<file path="src/rtl/alu_pkg.sv">
// ============================================================================
//  Module      : alu_pkg
//  Description : Shared ALU control encodings, flag bit positions and the
//                arbiter state type.
//  Revision    : 1.0 - initial release
// ============================================================================
`default_nettype none

package alu_pkg;

   localparam logic [2:0] ALU_PASSB = 3'b000;
   localparam logic [2:0] ALU_ADD   = 3'b010;
   localparam logic [2:0] ALU_SUB   = 3'b011;
   localparam logic [2:0] ALU_AND   = 3'b100;
   localparam logic [2:0] ALU_OR    = 3'b101;
   localparam logic [2:0] ALU_XOR   = 3'b110;

   // Bit positions within the {N,Z,V,C} flag nibble.
   localparam int FLAG_N = 3;
   localparam int FLAG_Z = 2;
   localparam int FLAG_V = 1;
   localparam int FLAG_C = 0;

   typedef enum logic [1:0] {
      ST_IDLE = 2'd0,
      ST_EXEC = 2'd1,
      ST_RESP = 2'd2
   } alu_state_t;

endpackage

`default_nettype wire

</file>
<file path="src/rtl/rr_arb2.sv">
// ============================================================================
//  Module      : rr_arb2
//  Description : Combinational two-way round-robin arbiter.
//  Revision    : 1.0 - initial release
// ============================================================================
`default_nettype none

module rr_arb2 (
   input  logic [1:0] req,
   input  logic       en,
   input  logic       last_grant,
   output logic [1:0] grant
);

   always_comb begin
      grant = 2'b00;
      if (en) begin
         case (req)
            2'b01:   grant = 2'b01;
            2'b10:   grant = 2'b10;
            // On a tie the requester that did not win last time goes first.
            2'b11:   grant = last_grant ? 2'b01 : 2'b10;
            default: grant = 2'b00;
         endcase
      end
   end

endmodule

`default_nettype wire

</file>
<file path="src/rtl/alu_share_arbiter.sv">
// ============================================================================
//  Module      : alu_share_arbiter
//  Description : Shares one combinational ALU between execute stage and the
//                address/branch unit; registered issue and response paths.
//  Revision    : 1.0 - initial release
// ============================================================================
`default_nettype none

module alu_share_arbiter
   import alu_pkg::*;
#(
   parameter int WIDTH  = 64,
   parameter int CTRL_W = 3
) (
   input  logic                  clk,
   input  logic                  reset,
   input  logic [1:0]            req_valid,
   output logic [1:0]            req_ready,
   input  logic [2*WIDTH-1:0]    req_A,
   input  logic [2*WIDTH-1:0]    req_B,
   input  logic [2*CTRL_W-1:0]   req_cntrl,
   output logic [WIDTH-1:0]      alu_A,
   output logic [WIDTH-1:0]      alu_B,
   output logic [CTRL_W-1:0]     alu_cntrl,
   input  logic [WIDTH-1:0]      alu_result,
   input  logic [3:0]            alu_flags,
   output logic                  rsp_valid,
   input  logic                  rsp_ready,
   output logic                  rsp_id,
   output logic [WIDTH-1:0]      rsp_result,
   output logic [3:0]            rsp_flags
);

   alu_state_t          r_state;
   logic                r_last_grant;
   logic                r_issue_id;
   logic [WIDTH-1:0]    r_alu_A;
   logic [WIDTH-1:0]    r_alu_B;
   logic [CTRL_W-1:0]   r_alu_cntrl;
   logic                r_rsp_valid;
   logic                r_rsp_id;
   logic [WIDTH-1:0]    r_rsp_result;
   logic [3:0]          r_rsp_flags;

   logic                w_can_accept;
   logic [1:0]          w_grant;
   logic                w_accept;
   logic                w_gidx;
   logic [WIDTH-1:0]    w_sel_A;
   logic [WIDTH-1:0]    w_sel_B;
   logic [CTRL_W-1:0]   w_sel_cntrl;

   // A pending response frees the slot in the same edge it is consumed.
   assign w_can_accept = (r_state == ST_IDLE) || ((r_state == ST_RESP) && rsp_ready);

   rr_arb2 u_rr_arb2 (
      .req        (req_valid),
      .en         (w_can_accept),
      .last_grant (r_last_grant),
      .grant      (w_grant)
   );

   assign w_accept    = |w_grant;
   assign w_gidx      = w_grant[1];
   assign w_sel_A     = w_gidx ? req_A[2*WIDTH-1:WIDTH]      : req_A[WIDTH-1:0];
   assign w_sel_B     = w_gidx ? req_B[2*WIDTH-1:WIDTH]      : req_B[WIDTH-1:0];
   assign w_sel_cntrl = w_gidx ? req_cntrl[2*CTRL_W-1:CTRL_W] : req_cntrl[CTRL_W-1:0];

   always_ff @(posedge clk) begin
      if (reset) begin
         r_state      <= ST_IDLE;
         r_last_grant <= 1'b1;
         r_issue_id   <= 1'b0;
         r_alu_A      <= '0;
         r_alu_B      <= '0;
         r_alu_cntrl  <= CTRL_W'(ALU_PASSB);
         r_rsp_valid  <= 1'b0;
         r_rsp_id     <= 1'b0;
         r_rsp_result <= '0;
         r_rsp_flags  <= '0;
      end else begin
         // Grant is already gated by can_accept, so this only fires in IDLE/RESP.
         if (w_accept) begin
            r_alu_A      <= w_sel_A;
            r_alu_B      <= w_sel_B;
            r_alu_cntrl  <= w_sel_cntrl;
            r_issue_id   <= w_gidx;
            r_last_grant <= w_gidx;
         end
         case (r_state)
            ST_IDLE: begin
               if (w_accept) r_state <= ST_EXEC;
            end
            ST_EXEC: begin
               r_rsp_result <= alu_result;
               r_rsp_flags  <= alu_flags;
               r_rsp_id     <= r_issue_id;
               r_rsp_valid  <= 1'b1;
               r_state      <= ST_RESP;
            end
            ST_RESP: begin
               if (rsp_ready) begin
                  r_rsp_valid <= 1'b0;
                  r_state     <= w_accept ? ST_EXEC : ST_IDLE;
               end
            end
            default: r_state <= ST_IDLE;
         endcase
      end
   end

   assign req_ready  = w_grant;
   assign alu_A      = r_alu_A;
   assign alu_B      = r_alu_B;
   assign alu_cntrl  = r_alu_cntrl;
   assign rsp_valid  = r_rsp_valid;
   assign rsp_id     = r_rsp_id;
   assign rsp_result = r_rsp_result;
   assign rsp_flags  = r_rsp_flags;

endmodule

`default_nettype wire

</file>
<file path="config.mk">
export PLATFORM = sky130hd
export DESIGN_NAME = alu_share_arbiter
export DESIGN_NICKNAME = d
export VERILOG_FILES = /design/src/rtl/alu_pkg.sv /design/src/rtl/rr_arb2.sv /design/src/rtl/alu_share_arbiter.sv
export SDC_FILE = /design/constraint.sdc
export NUM_CORES = 1
export LEC_CHECK = 0
export ABC_AREA = 1
export CORE_AREA = 4 4 205 207
export DETAILED_ROUTE_END_ITERATION = 10
export DIE_AREA = 0 0 209 211
export PLACE_DENSITY_LB_ADDON = 0.25
export SLEW_MARGIN = 0
export SYNTH_ARGS = -nofsm -noshare
export SYNTH_HDL_FRONTEND = slang
export SYNTH_SLANG_ARGS = --single-unit
</file>
<file path="constraint.sdc">
create_clock -name clk -period 1.6 [get_ports clk]
set_clock_uncertainty 0.05 [all_clocks]
set_input_delay 0.32 -clock clk [delete_from_list [all_inputs] [get_ports clk]]
set_output_delay 0.32 -clock clk [all_outputs]
set_load 0.1 [all_outputs]
</file>
* Word-level counts from Yosys, hierarchy flattened *
Cells that the tools add are included.

cells by class
  eq/ne operators = 7
  multiplexer cells = 12
  reductions and logical operators = 7

operator list
  cell                count
  $mux 64             2
  $pmux 2 s3          2
  $mux 2              4
  $eq 2x2->1 const B  3
  $eq 2x1->1 const B  2
  $ne 2x2->1 const B  2
  $reduce_and 2->1    2
  $mux 3              1
  $logic_not 2->1     1
  $mux 1              2
  $pmux 1 s2          1
  $reduce_bool 2->1   1
  $reduce_or 2->1     1
  $logic_and 1x1->1   1
  $logic_or 1x1->1    1

word-level totals
  flip-flop bits (word level) = 205
  bits of input ports = 335
  output and inout bits = 203
  logic and storage cells = 36

* Logic depth before layout (Yosys ltp) *
  word-level depth = 8
  depth in mapped cells = 9
  depth with buffers taken out = 7

* By module *
Synthesis repeated with hierarchy kept, for this count alone.

unflattened totals
  cell total of the unflattened synthesis = 1,318
  area total of the unflattened synthesis = 8,873.5 um^2

by module, submodules not included
  module             times used  cells an instance  area an instance (um^2)  sequential area each (um^2)
  alu_share_arbiter  1           1,313              8,852.2                  4,103.9
  rr_arb2            1           5                  21.3                     0.0

* Worst setup path after synthesis *
OpenSTA, ideal clock, no wires.

  path type = input -> output
  from = input port req_valid[0]
  to = output port req_ready[1]
  arrival time = 1,618 ps
  required time = 1,230 ps
  slack = -388 ps
  cell stages on the path = 7
  path buffers = 2
  cell sequence = nand2_1 nand2_1 inv_2 buf_2 buf_2 nand2_1 inv_1

between the ends
  cells in the longest elaborated chain, start to end = 3
  elaborated cells on any way between the ends = 5
  classes of those cells = eq/ne (3); mux (2)

RTL lines
  element                                   RTL line                 source
  start: declaration                        alu_share_arbiter.sv:17  input logic [1:0] req_valid,
  $eq 2x2->1 or $eq 2x1->1 (tied branches)  rr_arb2.sv:18            case (req)
  $pmux 2 s3 (*)                            rr_arb2.sv:18
  $mux 2 (*)                                rr_arb2.sv:17            if (en) begin
  end: declaration                          alu_share_arbiter.sv:18  output logic [1:0] req_ready,

Mark *: on every way between the ends. The rest lies on a longest branch, timed or not.

* Worst setup path after layout *
  from = register r_state[1]
  to = output port req_ready[0]

between the ends
  cells in the longest elaborated chain, start to end = 4
  elaborated cells on any way between the ends = 5
  classes of those cells = eq/ne (1); mux (1); reduce/logical (3)

RTL lines
  element                   RTL line                  source
  start: declaration        alu_share_arbiter.sv:34   alu_state_t r_state;
  start signal: assignment  alu_share_arbiter.sv:104  r_state <= w_accept ? ST_EXEC : ST_IDLE;
  $eq 2x2->1                alu_share_arbiter.sv:54   assign w_can_accept = (r_state == ST_IDLE) || ((r_state == ST_RESP) && rsp_ready);
  $logic_and 1x1->1         alu_share_arbiter.sv:54
  $logic_or 1x1->1 (*)      alu_share_arbiter.sv:54
  $mux 2 (*)                rr_arb2.sv:17

Marked as above.

==> results.txt <==
----------------------------------------------------
[Die]
  Die Span X ... between 200 and 250 µm
  Ports placed on the boundary ... around 540
  Vertical extent of the die ... roughly 210 µm
  Floorplan row count ... 74
  Die area ... approximately 0.044 mm²
  Core outline area ... approximately 0.040 mm²
  Effective utilization at floorplan ... 0.262

[Synthesis]
  Commonest register cell after synthesis ... sky130_fd_sc_hd__dfxtp_1
  Flip-flop and latch count after synthesis ... 205
  Number of synthesized flops with an enable pin ... 0
  Area of the mapped netlist ... between 0.01 and 0.015 mm²
  Distinct cells, synth ... 20
  Number of standard cells after synthesis ... about 1.6k
  Number of nets in the synthesized netlist ... a little under 2k
  Library cell occupying the most area in the post-synthesis netlist ... sky130_fd_sc_hd__dfxtp_1
  Area share of the largest cell type after synthesis ... 0.388
  Count of yosys warnings during synthesis ... 0
  Sequential share of the synthesized area ... 0.388
  Most numerous cell in the Yosys netlist ... sky130_fd_sc_hd__inv_1
  Most used standard cells in the synthesized netlist ... sky130_fd_sc_hd__inv_1, sky130_fd_sc_hd__nand3_1, sky130_fd_sc_hd__dfxtp_1
  Share of flip-flops with an asynchronous set or reset ... 0
  Mean instance size in the synthesized netlist ... 6.57 µm²
  Top cells by area, synth ... sky130_fd_sc_hd__dfxtp_1, sky130_fd_sc_hd__inv_1, sky130_fd_sc_hd__nand3_1

[Timing]
  Slew Limit Headroom ... 0.678
  Number of hold-slack violations in the final timing report ... 0
  Final critical delay including setup and external delays ... between 1500 and 2000 ps
  Setup repair after global routing missed its margin ... yes
  Slew at the pin closest to its max-slew limit ... ~480 ps
  Fmax achieved ... 516 MHz
  Part of the cycle the worst path needs ... 1.21
  Final max-slew violation count ... 0
  Final setup margin ... -338 ps
  Final count of negative-setup-slack endpoints ... 2

[Global routing]
  Via count of the first global-routing pass ... 11.5k
  Global route overflow ... 0
  Pin count of the biggest net entering global routing ... between 70 and 80
  Initial antenna violation count ... 5
  Combined global-route utilization of all metal layers ... 0.188
  Global-route wire length before repair ... 66400 µm

[Clock network]
  Worst-case clock buffer depth ... 3
  Cell at the root of the clock tree ... sky130_fd_sc_hd__clkbuf_16
  Number of clock sinks ... 205
  Clk_lat worst skew ... between 500 and 600 ps
  Clock tree from TritonCTS ... built
  H-tree lvl count ... 1
  Number of buffers added by the clock tree synthesis step ... 25
  Clock transition at the registers of the reported paths ... roughly 60 ps

[Detailed routing]
  Highest metal layer with signal wires ... met5
  Detailed route wirelength on metal3 ... around 3500 µm
  Routed wire per std cell ... about 18 µm
  Number of DRC markers after the initial detailed-route iteration ... around 670
  Number of remaining DRC errors ... 0
  Total wire length ... around 48000 µm
  Wire length the detailed router placed on met1 ... 18200 µm
  WL met2 ... between 20000 and 25000 µm
  Detailed Routing Iterations Pass 1 ... 4
  Number of nets with antenna violations after routing ... 0
  Vias post-DR ... approximately 12k
  Post-detailed-route via-to-cell ratio ... 4.48

[Setup path]
  Type of origin of the critical path ... register
  Number of cells traversed by the worst register-to-register path ... 10
  Setup slack on the worst flop-to-flop path ... 40 ps
  Arrival time at the worst endpoint ... 1570 ps
  Endpoint of the most critical register-to-register path ... alu_B[40]$_SDFFE_PP0P_
  Origin of the critical flop-to-flop path ... r_state[0]$_SDFFE_PP0P_
  Worst setup path category ... register to primary output
  CP endpoint kind ... primary output
  Worst endpoint required time ... ~1200 ps
  Maximum fanout along the worst path ... 3

[Final layout]
  Number of nets in the layout ... roughly 2.5k
  Number of standard cells in the final layout excluding fillers ... 2716
  Share of post-route cells with drive strength above 1 ... 0.194
  Area grow syn2layout ... 98.3%
  Post-Layout Inst Area ... between 0.02 and 0.025 mm²

[Run status]
  Failing checks ... setup timing
  Status ... finished, violations left

[Min path]
  Start point of the worst min-delay path ... reset
  Hold-critical path depth ... 3
  Worst-case hold path end point ... r_state[0]$_SDFFE_PP0P_
  Tightest Hold Check Type ... input pin to register

[Pwr]
  Static Leak ... ~9.8 nW
  Power Total ... 23.3 mW
  Worst supply voltage drop on vdd ... between 0.0008 and 0.0009 V
  PD cells ... around 1100 mW/mm²

[Placement]
  Half-perimeter wire length after detailed placement ... 33300 µm
  Worst slack at placement ... -546 ps
  Placement Cell Area ... ~0.019 mm²
  Final RePlAce weighted congestion ... ~0.86
  Number of cells after detailed placement ... 2637
  Number of buffers added on ports ... 537

[Job]
  Max-cap check violation count ... 0

----------------------------------------------------
-- placed cells by master, fill, tap and decap left out, types with 9 or more instances in the layout --
cell type	synthesis	layout
sky130_fd_sc_hd__buf_12	0	234
sky130_fd_sc_hd__nand3_1	263	234
sky130_fd_sc_hd__clkbuf_16	0	39
sky130_fd_sc_hd__nand2_1	139	127
sky130_fd_sc_hd__o21bai_1	131	116
sky130_fd_sc_hd__dfxtp_1	205	201
sky130_fd_sc_hd__nand3_4	0	9
sky130_fd_sc_hd__a21oi_1	132	132
sky130_fd_sc_hd__buf_4	5	51
sky130_fd_sc_hd__o21ai_0	69	69
sky130_fd_sc_hd__nand2_2	1	9
sky130_fd_sc_hd__nor2_1	141	141
sky130_fd_sc_hd__nand3_2	0	20
sky130_fd_sc_hd__clkdlybuf4s50_1	0	333
sky130_fd_sc_hd__inv_1	400	398
-- worst max path at each step --
stage | end | depth (start not counted) | from
after floorplan | req_ready[1] | 7 | r_last_grant$_SDFFE_PP1P_
after global placement | alu_A[8]$_SDFFE_PP0P_ | 10 | rsp_ready
after detailed placement | alu_B[13]$_SDFFE_PP0P_ | 9 | rsp_ready
after CTS | req_ready[0] | 6 | r_state[1]$_SDFFE_PP0P_
after global routing | req_ready[0] | 6 | r_state[1]$_SDFFE_PP0P_
final | req_ready[0] | 6 | r_state[1]$_SDFFE_PP0P_
-- logic make-up (layout without fill, tap and decap cells) --
kind of cell,after synthesis,in the layout,synth area share
AND/OR/NAND/NOR,544,544,0.225
buffers and inverters,523,1093,0.194
AO/OA/AOI/OAI,338,338,0.193
flip-flops,205,205,0.388
other,0,4,0
-- worst max-delay path, stage by stage (launching register included) --
cell and delay (ps):
sky130_fd_sc_hd__dfxtp_2 320, sky130_fd_sc_hd__buf_6 110, sky130_fd_sc_hd__a21oi_4 150, sky130_fd_sc_hd__buf_12 130, sky130_fd_sc_hd__nand2_4 50, sky130_fd_sc_hd__clkinvlp_4 80, sky130_fd_sc_hd__buf_12 160
-- state kept, by name (all words and copies together) (netlist names) --
name,flops
alu_B,64
r_last_grant,1
r_issue_id,1
rsp_id,1
alu_A,64
r_state,2
rsp_result,64
rsp_flags,4
rsp_valid,1
alu_cntrl,3
-- layer usage --
layer / up-vias / track usage
met5: - / 0
met4: 2 / 0.0558
met3: 83 / 0.0509
met2: 410 / 0.343
met1: 5595 / 0.215
li1: 6074 / -
-- stage by stage --
step                 util  hold WS, ps  TNS [ps]
finish              0.519          243      -666
global route        0.519          238      -969
CTS                 0.497          193      -747
detailed placement  0.473          409    -61050
global placement    0.473          395    -55580
floorplan               -          381     -23.0
-- where the power goes --
| group | internal, mW | total, mW | switching, mW |
|---|---|---|---|
| combinational | 4.25 | 10.8 | 6.50 |
| clock | 3.85 | 6.28 | 2.43 |
| sequential | 5.68 | 6.26 | 0.580 |
| total | 13.8 | 23.3 | 9.51 |
-- final cells by class --
cell class | instances | area, µm²
clock inverter | 11 | 175
tap | 532 | 666
multi-input combinational | 882 | 4810
inverter | 403 | 1530
timing repair buffer | 644 | 8930
antenna | 4 | 10.0
clock buffer | 35 | 733
fill | 3747 | 19400
sequential | 205 | 4110
-- what timing repair did --
item	4_1_cts	5_1_grt
endpoints found under the setup margin	3	88
setup buffers	5	7
hold buffers	0	0
gates cloned	0	19
hold endpoints to repair	0	0
resized for setup	8	82
pin swaps	1	25
Note: power is estimated with default switching activity, not from simulation.
==> edit 1: new RTL, config.mk and constraints unchanged <==
Re-encode `alu_state_t` (3 states) as one-hot, 3 bits wide.
--- a/src/rtl/alu_pkg.sv
+++ b/src/rtl/alu_pkg.sv
@@ -23,6 +23,6 @@
 
-   typedef enum logic [1:0] {
-      ST_IDLE = 2'd0,
-      ST_EXEC = 2'd1,
-      ST_RESP = 2'd2
+   typedef enum logic [2:0] {
+      ST_IDLE = 3'b001,
+      ST_EXEC = 3'b010,
+      ST_RESP = 3'b100
    } alu_state_t;
Formal check against the unedited RTL: no difference found for any inputs over 4 cycles, from zero or initial values and one cycle with reset high; so few cycles prove little.
==> edit 1 against the unedited design <==
  * The flow still finishes with violations (negative setup slack)
  * Synthesized area decreased by 9.2%
  * Sequential cell count increased by 1
  * Cell count down 4.0%
  * Wire length down 4.9%
  * Register-to-register slack worse by 0.41 ns
  * Power is 40% higher
  * Combinational power grew 86%
  * Sequential power increased by 14%
  * Setup slack worse by 0.076 ns
  * Cell area shrank 1.8%
  * Critical path type unchanged
  * Largest cell class unchanged
  * Largest power group unchanged
  * Highest routed layer unchanged
==> edit 1: results <==
[logic_synthesis]
ys_seq_elements = 206
postSynthCellCount = 1470
synth.distinct_cells = 24
synthTopCellsByArea = "dfxtp_1 43%, nand3_1 14%, nand2_1 11%, inv_1 10%, a21oi_1 7.0%"
syn_area_um2 = 9600
ys_seq_area_share_pct = 43.0
synth-compound-area-share_pct = 11.1

[placement]
gp_congestion = 0.879
dp.final_hpwl_mm = 30.8
dp_cells = 2499

[clock_tree]
postCtsResizedCells = 87
post-cts-setup-buffers = 31

[final_layout]
n_all_inverters = 272
final_nets = 2393
multi_input_gates = 887
buffers = 666
drive_above_1_share_pct = 24.5
seq-cell-share_pct = 20.1
buf_share_pct = 45.8
final-clk-cell-share_pct = 3.70
multi_input_area_um2 = 4550
antennaDiodeCount = 3

[route]
drt_iter0_markers = 714
route.final.wire_length_mm = 45.7
wl_met2_mm = 23.3

[grt]
antenna_found_initial = 4
grt_first_pass_wirelength_mm = 65.8
grt_max_degree = 71
track_usage_pct = 18.9
use_met2_pct = 33.8
use_met3_pct = 4.77

[sta]
tightestPinTransition_ns = 0.468
setup_slack_ns = -0.414
finalSetupViolations = 135

[critical_path]
ff2ff_path_depth = 13
critPathLaunch = "r_state[0]"
timing.rr.end = "alu_A[52]"
r2r_slack_ns = -0.37

[run_status]
status = "finished, violations left"
violations = "negative setup slack"
edit 1: cell types whose count changed after synthesis, sizes merged, moves of 2 or more:
cell,unedited run,this run
a21boi,0,2
buf,63,52
clkbuf,57,54
inv,403,270
nand2,140,272
o21bai,131,0
edit 1: through the flow:
step,utilization [%],power (mW),setup slack [ns],hold WS [ns]
final,51.0,32.5,-0.414,0.245
after CTS,49.3,31.8,-0.461,0.207
after floorplan,-,16.8,-0.0468,0.386
after global placement,44.7,24.0,-0.534,0.400
after detailed placement,44.7,24.1,-0.579,0.407
after global routing,51.0,33.9,-0.510,0.251
edit 1: worst min path at each step:
stage          slack [ns]         end        from
2_1_floorplan        0.39  r_issue_id  r_issue_id
5_1_grt              0.25   alu_A[35]       reset
3_5_place_dp         0.41  r_issue_id  r_issue_id
6_report             0.24  r_issue_id       reset
3_3_place_gp         0.40  r_issue_id  r_issue_id
4_1_cts              0.21  r_issue_id       reset
edit 1: worst min-delay path, stage by stage:
cell and delay [ns]:
buf_4 0.14, buf_12 0.18, a21oi_1 0.14
==> edit 2: new RTL, same settings <==
Made on the original files. The parameter `CTRL_W` goes from 3 to 6.
--- a/src/rtl/alu_share_arbiter.sv
+++ b/src/rtl/alu_share_arbiter.sv
@@ -12,3 +12,3 @@
    parameter int WIDTH  = 64,
-   parameter int CTRL_W = 3
+   parameter int CTRL_W = 6
 ) (
Ports: changed (resized alu_cntrl and req_cntrl); port bits go from 538 to 547. The function was not compared with the original's and may differ.
==> edit 2 against the unedited design <==
  * The run still ends with negative setup slack left
  * Count of clock-buffer cells in the layout increased by 3
  * Wire length increased by 0.60%
  * Sequential cell count increased by 3
  * Cell area increased by 0.41%
  * Register-to-register slack got worse by 0.12 ns
  * Sequential share of layout area increased by 0.22 points
  * Power decreased by 0.85%
  * Synthesized cell count increased by 1.7%
  * Fmax increased by 1.6%
  * Via count increased by 2.1%
  * Synthesized area increased by 1.5%
  * Setup slack improved by 0.031 ns
  * Highest routed layer is now met4
==> edit 2: results <==
[final_layout]
final_nets = 2536
fill_cells = 3783
drive_above_1_share_pct = 18.5

[sta]
slew_headroom_pct = 62.6
finalSetupViolations = 35
fin_setup_tns_ns = -1.60
setup_slack_ns = -0.307

[logic_synthesis]
synth.distinct_cells = 20
synthTopCellsByArea = "dfxtp_1 39%, inv_1 14%, nand3_1 13%, o21bai_1 9.4%, a21oi_1 6.3%"
syn-num-nets = 1979
synth-warning-count = 0
synthArstFlopShare_pct = 0
synthFlopType = "dfxtp_1"
synth_common_cells = "409 x inv_1, 269 x nand3_1, 208 x dfxtp_1"
ys_seq_area_share_pct = 38.8

[route]
m1WireLength_mm = 18.4
wl_met2_mm = 24.4
post_drt_wl_per_cell_um = 17.6
met3WireLength_mm = 4.16
drt_iter0_markers = 733
highest_layer = "met4"
vias_per_cell = 4.52
dr.pass1.iters = 7

[clock_tree]
clk_latency_ns = 0.53
clk_path_buf_depth = 3
clk_pin_slew_ns = 0.06
cts_root_buf = "clkbuf_16"
cts_made_buffers = 26
htreeDepth = 1

[placement]
gp_congestion = 0.929
post_dp_cell_area_um2 = 19400
dp.final_hpwl_mm = 34.6
pre_cts_slack_ns = -0.468
place.port_buffers = 546

[critical_path]
cp.arrival_ns = 1.54
crit_slowest_cell = "dfxtp_4"
critPathMaxFanout = 3
slowest_delay_ns = 0.34

[grt]
grt_first_pass_wirelength_mm = 68.9
grt_pass1_vias = 12000
grt_max_degree = 81
track_usage_pct = 19.5
antenna_found_initial = 4

[run_status]
violations = "negative setup slack"
status = "finished, violations left"

[worst_hold_path]
hold_path.class = "in2reg"

[pwr]
switching_share_pct = 41.0
p_leak_nw = 9.92
vdd_drop_max_mv = 0.708
## edit 2: changes by cell type after synthesis, moves of 4 or more
cell and change:
buf_1 +8, nand3_1 +6, inv_1 +9, a21oi_1 +4, clkbuf_1 +14, buf_2 -23
## edit 2: through the flow
stage	utilization, %	instances
6_report	52.1	2749
5_1_grt	52.1	2748
4_1_cts	50.4	2726
3_5_place_dp	48.1	2675
3_3_place_gp	48.1	2675
2_1_floorplan	-	1638
## edit 2: layout make-up
class | count | area, µm² | share of cell area [%]
clock buffer | 38 | 767 | 3.64
inverter | 412 | 1560 | 7.41
clock inverter | 8 | 93.8 | 0.446
timing repair buffer | 650 | 9020 | 42.8
multi-input combinational | 897 | 4760 | 22.6
sequential | 208 | 4170 | 19.8
antenna | 4 | 10.0 | 0.0476
tap | 532 | 666 | 3.16
## edit 2: power by group through the flow
stage / clock network [mW] / registers [mW] / logic, mW
after floorplan: 0 / 10.2 / 2.07
after global placement: 0 / 6.46 / 10.3
after detailed placement: 0 / 6.48 / 10.3
after CTS: 6.12 / 6.37 / 10.4
after global routing: 6.32 / 6.44 / 11.3
final: 5.95 / 6.37 / 10.8
## edit 2: final timing paths
path,start,endpoint,slack (ns),depth (start not counted)
setup / recovery,r_state[0],req_ready[1],-0.31,6
hold reg to reg,r_issue_id,r_issue_id,0.43,2
hold / removal,rsp_ready,rsp_valid,0.09,2
setup reg to reg,r_state[0],alu_B[41],-0.08,11
## edit 2: what timing repair did
item | 4_1_cts | 5_1_grt
setup buffers | 5 | 7
hold buffers | 0 | 0
pin swaps | 1 | 58
gates cloned | 0 | 14
resized for setup | 12 | 65
setup endpoints to repair | 3 | 86
## edit 2: kinds of logic (layout without fill, tap and decap cells)
kind of cell | after synthesis | in the layout | share of synthesized area, %
AO/OA/AOI/OAI | 344 | 344 | 19.4
buffers and inverters | 533 | 1108 | 19.3
flip-flops | 208 | 208 | 38.8
other | 0 | 4 | 0
AND/OR/NAND/NOR | 553 | 553 | 22.5
## edit 2: worst max-delay path, delay by kind of cell, from the launching register on
kind / cells / cell delay, ns
AO/OA/AOI/OAI: 1 / 0.14
AND/OR/NAND/NOR: 1 / 0.05
buffers and inverters: 4 / 0.48
flip-flops: 1 / 0.34
## edit 2: layer usage
metal | up-vias | GRT usage [%]
met5 | - | 0
met4 | 0 | 6.01
met3 | 79 | 6.18
met2 | 461 | 35.0
met1 | 5706 | 22.1
li1 | 6173 | -
